[config.mk]
export PLATFORM = sky130hd
export DESIGN_NAME = result_collector_flat
export DESIGN_NICKNAME = d
export VERILOG_FILES = /design/src/rtl/result_collector_pkg.sv /design/src/rtl/result_collector_if.sv /design/src/rtl/result_fifo.sv /design/src/rtl/result_collector.sv /design/src/flat_wrapper.sv
export SDC_FILE = /design/constraint.sdc
export NUM_CORES = 2
export LEC_CHECK = 0
export ABC_AREA = 1
export ABC_CLOCK_PERIOD_IN_PS = 6400
export CAP_MARGIN = 20
export CORE_ASPECT_RATIO = 0.6
export CORE_UTILIZATION = 45
export DETAILED_ROUTE_END_ITERATION = 7
export GPL_ROUTABILITY_DRIVEN = 0
export GPL_TIMING_DRIVEN = 0
export PLACE_DENSITY = 0.6
export SLEW_MARGIN = 20
export SYNTH_ARGS = -nofsm -noshare
export SYNTH_HDL_FRONTEND = slang
export SYNTH_SLANG_ARGS = --single-unit
[constraint.sdc]
create_clock -name clk -period 6.4 [get_ports clk]
set_clock_uncertainty 0.05 [all_clocks]
set_input_delay 1.92 -clock clk [delete_from_list [all_inputs] [get_ports clk]]
set_output_delay 1.92 -clock clk [all_outputs]
set_load 0.01 [all_outputs]
[src/rtl/result_collector_pkg.sv]
// Shared parameters, FSM encoding and helpers for the result collector.
package result_collector_pkg;

   localparam int R_WIDTH = 20;
   localparam int DEPTH   = 64;
   localparam int ITR     = 64;
   localparam int LIMIT   = 970200;
   localparam int IDX_W   = 6;
   localparam int CNT_W   = 7;
   localparam int SUM_W   = 26;
   localparam int ENTRY_W = IDX_W + R_WIDTH;

   typedef enum logic [1:0] {
      S_IDLE    = 2'b00,
      S_COLLECT = 2'b01,
      S_DRAIN   = 2'b10
   } state_t;

   // A result at or above the search ceiling means the engine found no answer.
   function automatic logic is_miss(input logic [R_WIDTH-1:0] value);
      return SUM_W'(value) >= SUM_W'(LIMIT);
   endfunction

endpackage

[src/rtl/result_collector_if.sv]
// Result strobe input and host drain port of the result collector.
interface result_collector_if;
   import result_collector_pkg::*;

   logic               in_done;
   logic [R_WIDTH-1:0] in_result;
   logic               out_valid;
   logic               out_ready;
   logic [R_WIDTH-1:0] out_data;
   logic [IDX_W-1:0]   out_idx;

   // Producer/host side: drives the strobe and the ready.
   modport master (
      output in_done, in_result, out_ready,
      input  out_valid, out_data, out_idx
   );

   // Collector side.
   modport slave (
      input  in_done, in_result, out_ready,
      output out_valid, out_data, out_idx
   );
endinterface

[src/rtl/result_fifo.sv]
// Synchronous show-ahead FIFO; the head entry is always visible on rd_data.
module result_fifo #(
   parameter int WIDTH = 26,
   parameter int DEPTH = 64
) (
   input  logic                     clk,
   input  logic                     rst_n,
   input  logic                     clear,
   input  logic                     push,
   input  logic                     pop,
   input  logic [WIDTH-1:0]         wr_data,
   output logic [WIDTH-1:0]         rd_data,
   output logic [$clog2(DEPTH):0]   count,
   output logic                     full,
   output logic                     empty
);
   localparam int PTR_W = $clog2(DEPTH);

   logic [WIDTH-1:0] mem [DEPTH];
   logic [PTR_W-1:0] wr_ptr_reg;
   logic [PTR_W-1:0] rd_ptr_reg;
   logic [PTR_W:0]   count_reg;
   logic             do_push;
   logic             do_pop;

   assign full    = (count_reg == (PTR_W+1)'(DEPTH));
   assign empty   = (count_reg == '0);
   assign count   = count_reg;
   assign do_push = push & ~full;
   assign do_pop  = pop & ~empty;
   // Empty FIFO presents zero rather than stale storage.
   assign rd_data = empty ? '0 : mem[rd_ptr_reg];

   // Storage write; contents need no reset because pointers gate visibility.
   always_ff @(posedge clk) begin
      if (do_push && !clear)
         mem[wr_ptr_reg] <= wr_data;
   end

   // Pointers and occupancy; pointers wrap naturally modulo DEPTH.
   always_ff @(posedge clk or negedge rst_n) begin
      if (!rst_n) begin
         wr_ptr_reg <= '0;
         rd_ptr_reg <= '0;
         count_reg  <= '0;
      end else if (clear) begin
         wr_ptr_reg <= '0;
         rd_ptr_reg <= '0;
         count_reg  <= '0;
      end else begin
         if (do_push) wr_ptr_reg <= wr_ptr_reg + 1'b1;
         if (do_pop)  rd_ptr_reg <= rd_ptr_reg + 1'b1;
         case ({do_push, do_pop})
            2'b10:   count_reg <= count_reg + 1'b1;
            2'b01:   count_reg <= count_reg - 1'b1;
            default: count_reg <= count_reg;
         endcase
      end
   end
endmodule

[src/rtl/result_collector.sv]
// Collects engine results into a tagged FIFO, tracks per-batch statistics
// and signals when a full batch has been captured and must be drained.
module result_collector
   import result_collector_pkg::*;
(
   input  logic               clk,
   input  logic               rst_n,
   input  logic               clear,
   result_collector_if.slave  bus,
   output logic [CNT_W-1:0]   count,
   output logic               full,
   output logic               overflow,
   output logic               batch_done,
   output logic [SUM_W-1:0]   sum,
   output logic [R_WIDTH-1:0] min_result,
   output logic [R_WIDTH-1:0] max_result,
   output logic [CNT_W-1:0]   miss_cnt
);
   state_t             state_reg, state_next;
   logic [IDX_W-1:0]   idx_reg;
   logic               push_ok;
   logic               pop_ok;
   logic               drain_empty;
   logic               stats_reset;
   logic               fifo_empty;
   logic [ENTRY_W-1:0] head;

   // Full comes from registered occupancy, so a same-cycle pop never rescues a push.
   assign push_ok     = bus.in_done & (state_reg != S_DRAIN) & ~full;
   assign pop_ok      = bus.out_valid & bus.out_ready;
   assign drain_empty = (count == '0) || (count == CNT_W'(1) && pop_ok);
   assign stats_reset = (state_reg == S_DRAIN) && (state_next == S_IDLE);

   assign bus.out_valid = ~fifo_empty;
   assign bus.out_idx   = head[ENTRY_W-1:R_WIDTH];
   assign bus.out_data  = head[R_WIDTH-1:0];
   assign batch_done    = (state_reg == S_DRAIN);

   result_fifo #(.WIDTH(ENTRY_W), .DEPTH(DEPTH)) u_fifo (
      .clk     (clk),
      .rst_n   (rst_n),
      .clear   (clear),
      .push    (push_ok),
      .pop     (pop_ok),
      .wr_data ({idx_reg, bus.in_result}),
      .rd_data (head),
      .count   (count),
      .full    (full),
      .empty   (fifo_empty)
   );

   // Batch sequencing: collect ITR results, then hold until the host drains them.
   always_comb begin
      state_next = state_reg;
      case (state_reg)
         S_IDLE, S_COLLECT: begin
            if (push_ok)
               state_next = (idx_reg == IDX_W'(ITR-1)) ? S_DRAIN : S_COLLECT;
         end
         S_DRAIN: begin
            if (drain_empty) state_next = S_IDLE;
         end
         default: state_next = S_IDLE;
      endcase
   end

   // FSM state register.
   always_ff @(posedge clk or negedge rst_n) begin
      if (!rst_n)     state_reg <= S_IDLE;
      else if (clear) state_reg <= S_IDLE;
      else            state_reg <= state_next;
   end

   // Sequence index of the next accepted result, restarting every batch.
   always_ff @(posedge clk or negedge rst_n) begin
      if (!rst_n)       idx_reg <= '0;
      else if (clear)   idx_reg <= '0;
      else if (push_ok) idx_reg <= (idx_reg == IDX_W'(ITR-1)) ? '0 : idx_reg + 1'b1;
   end

   // Running statistics, restarted when a drained batch returns to idle.
   always_ff @(posedge clk or negedge rst_n) begin
      if (!rst_n) begin
         sum        <= '0;
         min_result <= '1;
         max_result <= '0;
         miss_cnt   <= '0;
      end else if (clear || stats_reset) begin
         sum        <= '0;
         min_result <= '1;
         max_result <= '0;
         miss_cnt   <= '0;
      end else if (push_ok) begin
         sum <= sum + SUM_W'(bus.in_result);
         if (bus.in_result < min_result) min_result <= bus.in_result;
         if (bus.in_result > max_result) max_result <= bus.in_result;
         if (is_miss(bus.in_result))     miss_cnt   <= miss_cnt + 1'b1;
      end
   end

   // Sticky flag for any strobe that could not be stored.
   always_ff @(posedge clk or negedge rst_n) begin
      if (!rst_n)                        overflow <= 1'b0;
      else if (clear)                    overflow <= 1'b0;
      else if (bus.in_done && !push_ok)  overflow <= 1'b1;
   end
endmodule

[src/flat_wrapper.sv]
// flat-port wrapper written by rule: the top's interface ports become plain ports
module result_collector_flat import result_collector_pkg::*;
  (clk, rst_n, clear, count, full, overflow, batch_done, sum, min_result, max_result, miss_cnt, bus_in_done, bus_in_result, bus_out_ready, bus_out_valid, bus_out_data, bus_out_idx);
  result_collector_if bus_i ();
  input  logic clk;
  input  logic rst_n;
  input  logic clear;
  output logic [CNT_W-1:0] count;
  output logic full;
  output logic overflow;
  output logic batch_done;
  output logic [SUM_W-1:0] sum;
  output logic [R_WIDTH-1:0] min_result;
  output logic [R_WIDTH-1:0] max_result;
  output logic [CNT_W-1:0] miss_cnt;
  input wire logic [$bits(bus_i.in_done)-1:0] bus_in_done;
  input wire logic [$bits(bus_i.in_result)-1:0] bus_in_result;
  input wire logic [$bits(bus_i.out_ready)-1:0] bus_out_ready;
  output wire logic [$bits(bus_i.out_valid)-1:0] bus_out_valid;
  output wire logic [$bits(bus_i.out_data)-1:0] bus_out_data;
  output wire logic [$bits(bus_i.out_idx)-1:0] bus_out_idx;
  assign bus_i.in_done = bus_in_done;
  assign bus_i.in_result = bus_in_result;
  assign bus_i.out_ready = bus_out_ready;
  assign bus_out_valid = bus_i.out_valid;
  assign bus_out_data = bus_i.out_data;
  assign bus_out_idx = bus_i.out_idx;
  result_collector u_core (.clk(clk), .rst_n(rst_n), .clear(clear), .bus(bus_i), .count(count), .full(full), .overflow(overflow), .batch_done(batch_done), .sum(sum), .min_result(min_result), .max_result(max_result), .miss_cnt(miss_cnt));
endmodule
# Word level (Yosys, flattened, before mapping)
# Memories as Yosys holds them, arrays and structs flattened.
# Cells that the tools add are included.
[word_totals]
regBits = 101
mem_bits_rw = 1664
word_cells = 90
n_memories = 1
[op_classes]
n_bitwise = 7
reduce_logical = 24
n_lt_le_gt_ge = 3
n_addsub = 7
n_mux = 30
n_eq_ne = 8
[memory_table]
columns = ["memory", "depth", "width", "rd", "rd_clocked_by_memory_dff", "write_ports", "line", "source"]
rows = [
  ["u_core.u_fifo.mem", 64, 26, 1, 0, 1, "result_fifo.sv:19", "logic [WIDTH-1:0] mem [DEPTH];"],
]
[op_table]
columns = ["op", "count"]
rows = [
  ["$mux W20", 6],
  ["$mux W26", 3],
  ["$mux W6", 7],
  ["$mux W7", 4],
  ["$add A26 B20 Y26", 1],
  ["$ge A20 B20 Y1 const B", 1],
  ["$gt A20 B20 Y1", 1],
  ["$lt A20 B20 Y1", 1],
  ["$add A6 B1 Y6 const B", 3],
  ["$reduce_bool A2 Y1", 8],
  ["$add A7 B1 Y7 const B", 2],
  ["$pmux W7 S2", 1],
  ["$mux W2", 4],
  ["$eq A7 B1 Y1 const B", 1],
  ["$eq A7 B7 Y1 const B", 1],
  ["$logic_not A7 Y1", 1],
  ["$sub A7 B1 Y7 const B", 1],
  ["$eq A6 B6 Y1 const B", 1],
  ["$reduce_and A2 Y1", 3],
  ["$and A1 B1 Y1", 5],
  ["$eq A2 B1 Y1 const B", 2],
  ["$eq A2 B2 Y1 const B", 2],
  ["$logic_and A1 B1 Y1", 4],
  ["$logic_not A2 Y1", 2],
  ["other kinds (8)", 14],
]

# Logic depth before layout (Yosys ltp)
[depth]
ltp_word = 12
ltp_mapped = 15

# Modules after synthesis
# From an unflattened synthesis, not the netlist that was laid out.
[unflattened]
hier_cells = 5901
area_unflattened_um2 = 72972.5
[modules_own_cells]
columns = ["module", "instances", "seq_area_each_um2", "cells_per_inst", "area_per_inst_um2"]
rows = [
  ["result_fifo", 1, 50443.4, 4932, 66495.0],
  ["result_collector", 1, 2077.0, 969, 6477.5],
]

# Least setup slack after synthesis
# OpenSTA, ideal clock, no wires.
[synth_path]
path_kind = "input-to-reg"
startpoint = "input port bus_in_done"
endpoint = "memory u_core.u_fifo.mem[14][0], enable pin"
path_stages = 8
setup_slack_ps = 2021
arrival_ps = 3920
n_path_buf = 2
required_ps = 5941
cell_sequence = "inv_1 -> nor2_1 -> nand2_2 -> buf_6 -> nor2_8 -> buf_4 -> nand4_2 -> nor2_1"
[synth_between]
elab_chain_len = 6
[synth_rtl]
columns = ["element", "line", "source"]
rows = [
  ["from (decl)", "flat_wrapper.sv:16", "input wire logic [$bits(bus_i.in_done)-1:0] bus_in_done;"],
  ["$and A1 B1 Y1 (2 in a row)", "result_collector.sv:29", "assign push_ok = bus.in_done & (state_reg != S_DRAIN) & ~full;"],
  ["$and A1 B1 Y1", "result_fifo.sv:29", "assign do_push = push & ~full;"],
  ["$logic_and A1 B1 Y1", "result_fifo.sv:36", "if (do_push && !clear)"],
  ["$mux W1", "result_fifo.sv:36", ""],
  ["$mux W1 (implied by the code)", "result_fifo.sv:37", "mem[wr_ptr_reg] <= wr_data;"],
  ["to (decl)", "result_fifo.sv:19", ""],
]
# No other way between the ends.

# Worst setup path in the final report
[layout_path]
startpoint = "register u_core.u_fifo.rd_ptr_reg[1]"
endpoint = "output port bus_out_data[1]"
[layout_between]
elab_chain_len = 2
[layout_rtl]
columns = ["element", "line", "source"]
rows = [
  ["from (decl)", "result_fifo.sv:21", "logic [PTR_W-1:0] rd_ptr_reg;"],
  ["from (signal assigned)", "result_fifo.sv:52", "if (do_pop) rd_ptr_reg <= rd_ptr_reg + 1'b1;"],
  ["$mem_v2 Z64 W26", "n/a", ""],
  ["$mux W26", "result_fifo.sv:32", "assign rd_data = empty ? '0 : mem[rd_ptr_reg];"],
  ["to (decl)", "flat_wrapper.sv:20", "output wire logic [$bits(bus_i.out_data)-1:0] bus_out_data;"],
]
# No other way between the ends.

==> flow_summary.yaml <==
yosys:
  synth_top_flop_cell: "edfxtp_1"
  synth_commonest_cells: "2,255 x nand2_1, 1,664 x edfxtp_1, 994 x nand3_1"
  synth_edf_count: 1664
  yosys_warnings: 0
  synth_area_leader_cell: "edfxtp_1"
  synth_cells: 7361
  ys_ff_latch: 1765
  yosysMostFrequentCell: "nand2_1"
  synth_top_area_share_pct: 65.2
  synth_area_um2: 76600
  synth_cell_types: 42
  yosysSeqAreaShare_pct: 68.5
  synthArstFlopShare_pct: 5.72
  synth_area_leaders: "edfxtp_1 65%, nand2_1 11%, nand3_1 6.5%"
  syn-num-nets: 7453
  avgSynthCellArea_um2: 10.4
grt:
  grt_max_degree: 61
  grt.overflow.total: 0
  grtUsageTotal_pct: 31.9
  grt_pass1_wl_mm: 385
  antenna_found_initial: 8
  grt_pass1_vias: 51600
die:
  start_util_pct: 45.6
  die_y_um: 322
  fp.dieW_um: 535
  io_pins: 135
  rows: 116
  die_area_um2: 172000
  core-area_um2: 168000
sta:
  slew_violations: 0
  tightest_slew_ns: 1.24
  rsz0062_at_grt: "true"
  hold_viol: 0
  maxSlewHeadroom_pct: 17.6
  max_freq_mhz: 153
  setup_viol: 17
  finalCriticalPeriod_ns: 6.53
  finalWorstSetupSlack_ns: -0.129
  period_share_pct: 102
final_layout:
  final-seq-area_um2: 52500
  regMostFlops: "u_core.u_fifo.mem"
  final_nets: 7861
  utilization_pct: 53.2
  multi_input_area_um2: 20400
  syn_to_final_growth_pct: 16.6
  n_fill_cell: 14500
  drive_gt1_share_pct: 9.42
  fin_area_um2: 89300
  top_regs: "u_core.u_fifo.mem (1664), u_core.sum (26)"
  largest_reg_flops: 1664
worst_setup_path:
  worstSetupPathType: "reg2out"
  slowest_delay_ns: 0.87
  crit_slowest_cell: "buf_1"
  cp_common_cell: "nand3_1"
  crit_chain: "clkbuf_1 -> clkbuf_2 -> buf_1 -> nand3_1 -> nand3_1 -> nand2_1 -> nor2_1 -> nand2_1 -> nand3_1 -> a21oi_2 -> clkdlybuf4s50_1"
  critPathLaunchType: "flop"
  crit_required_ns: 4.43
  worst-path-buf-inv: 4
  crit_fanout: 10
  end_kind: "primary output"
  crit_arrival_ns: 4.56
  critical_path.top_delay_family: "buffers and inverters"
job:
  cap_viol_max_count: 0
status:
  status: "complete, but fails checks"
  violations: "design-rule violations, negative setup slack"
cts:
  clockBufferDepth: 4
  htreeDepth: 4
  cts.sinks: 1765
  path_clk_slew_ns: 0.07
  cts_tree: "yes"
  numCtsBuffers: 169
  clkLatencyLatePin_ns: 0.82
  root_buffer: "clkbuf_16"
drt:
  dr.pass1.iters: 8
  via_per_inst: 5.75
  finalWirelength_mm: 278
  ant_nets: 0
  drc: 43
  num_vias: 58300
  drt-initial-drc-count: 10300
  wl_per_cell_um: 27.4
pwr:
  combPwrFrac_pct: 29.0
  peakVddDrop_uv: 214
  p_per_area_nw_per_um2: 359
  p_sw_w: 0.0114
  swShare_pct: 35.6
  power.internal_w: 0.0207
  clkPwrFrac_pct: 30.6
  power.leakage_nw: 35.5
  power_frac_seq_pct: 40.3
placed_design:
  hpwl_mm: 197
  place_area_um2: 83600
  io_buffers: 133
min_path:
  min_path_type: "reg2reg"
==> through the flow <==
step	TNS (ns)	setup slack, ns	cells	hold slack, ns	power (W)
CTS	0	0.00265	10100	0.422	0.0316
global placement	-628.37	-1.30	9736	0.411	0.0217
floorplan	0	2.02	7361	0.423	0.0178
detailed placement	-0.184	-0.152	9835	0.413	0.0218
finish	-0.735	-0.129	10100	0.423	0.0321
global route	-0.0463	-0.0342	10100	0.435	0.0330
==> power groups by stage <==
stage	logic (W)	clock network (W)	registers, W
6_report	0.00932	0.00983	0.0130
5_1_grt	0.00978	0.0103	0.0130
4_1_cts	0.00884	0.00981	0.0129
3_5_place_dp	0.00863	0	0.0132
3_3_place_gp	0.00842	0	0.0133
2_1_floorplan	0.00455	0	0.0132
==> layout by cell type (no fill, tap or decap), drive strengths merged, types with 2 or more instances in the layout <==
cell,count
nand2,2265
edfxtp,1664
nand3,994
inv,743
nor2,621
clkbuf,369
buf,346
o21ai,247
a21oi,158
clkdlybuf4s50,112
dfrtp,81
clkinv,70
ha,66
nand4,41
and3,24
dfstp,20
xor2,13
nor3,10
bufinv,10
xnor2,9
diode,5
clkinvlp,5
nand3b,4
o22ai,3
o31ai,3
o211ai,2
clkdlybuf4s15,2
o21a,2
a211oi,2
or2,2
==> repair_timing <==
item	CTS	global route
hold buffers	0	0
pin swaps	1	1
endpoints found under the hold margin	0	0
buffers inserted	4	0
resized for setup	89	79
endpoints found under the setup margin	26	26
==> layer usage <==
layer  vias up  global-route usage [%]  wire [µm]
met4         6                    9.98       9540
met2      4255                    41.8     108000
met5         -                       0        161
met1     28100                    48.4     116000
li1      25400                       -          -
met3       520                    11.7      45000
==> worst paths after layout <==
check | cells after the start | end | from | slack [ns]
min in group asynchronous | 1 | u_core.max_result[16]$_DFFE_PN0P_ | rst_n | 0.99
max | 11 | bus_out_data[1] | u_core.u_fifo.rd_ptr_reg[1]$_DFFE_PN0P_ | -0.13
max reg2reg | 11 | u_core.u_fifo.mem[42][14]$_DFFE_PP_ | u_core.u_fifo.count[0]$_DFFE_PN0P_ | 2.24
max in group asynchronous | 2 | u_core.u_fifo.rd_ptr_reg[0]$_DFFE_PN0P_ | rst_n | 4.57
min | 2 | u_core.min_result[13]$_DFFE_PN1P_ | u_core.min_result[13]$_DFFE_PN1P_ | 0.42
min reg2reg | 2 | u_core.min_result[13]$_DFFE_PN1P_ | u_core.min_result[13]$_DFFE_PN1P_ | 0.42
==> area by class of cell <==
class | count | area share [%]
diodes | 5 | 0.0140
multi-input cells | 4472 | 22.9
flip-flops and latches | 1765 | 58.8
clock buffers | 213 | 5.04
plain buffers | 378 | 2.06
repair buffers | 238 | 4.20
clock inverters | 83 | 0.723
inverters | 745 | 3.14
well taps | 2242 | 3.14
==> cell families (layout without fill, tap and decap cells) <==
family / after synthesis / count (layout) / share of synthesized area (%)
compound gates: 422 / 422 / 2.82
xor+xnor: 22 / 22 / 0.251
fa+ha+maj: 67 / 67 / 1.10
buf+inv: 1124 / 1657 / 5.86
flops: 1765 / 1765 / 68.5
other cells: 0 / 5 / 0
simple gates: 3961 / 3961 / 21.4
==> worst min-delay path: stages (launching register included) <==
cell	delay [ns]
dfstp_2	0.38
nand2_1	0.06
nand2_1	0.04
Power figures use the tool's default switching activity.
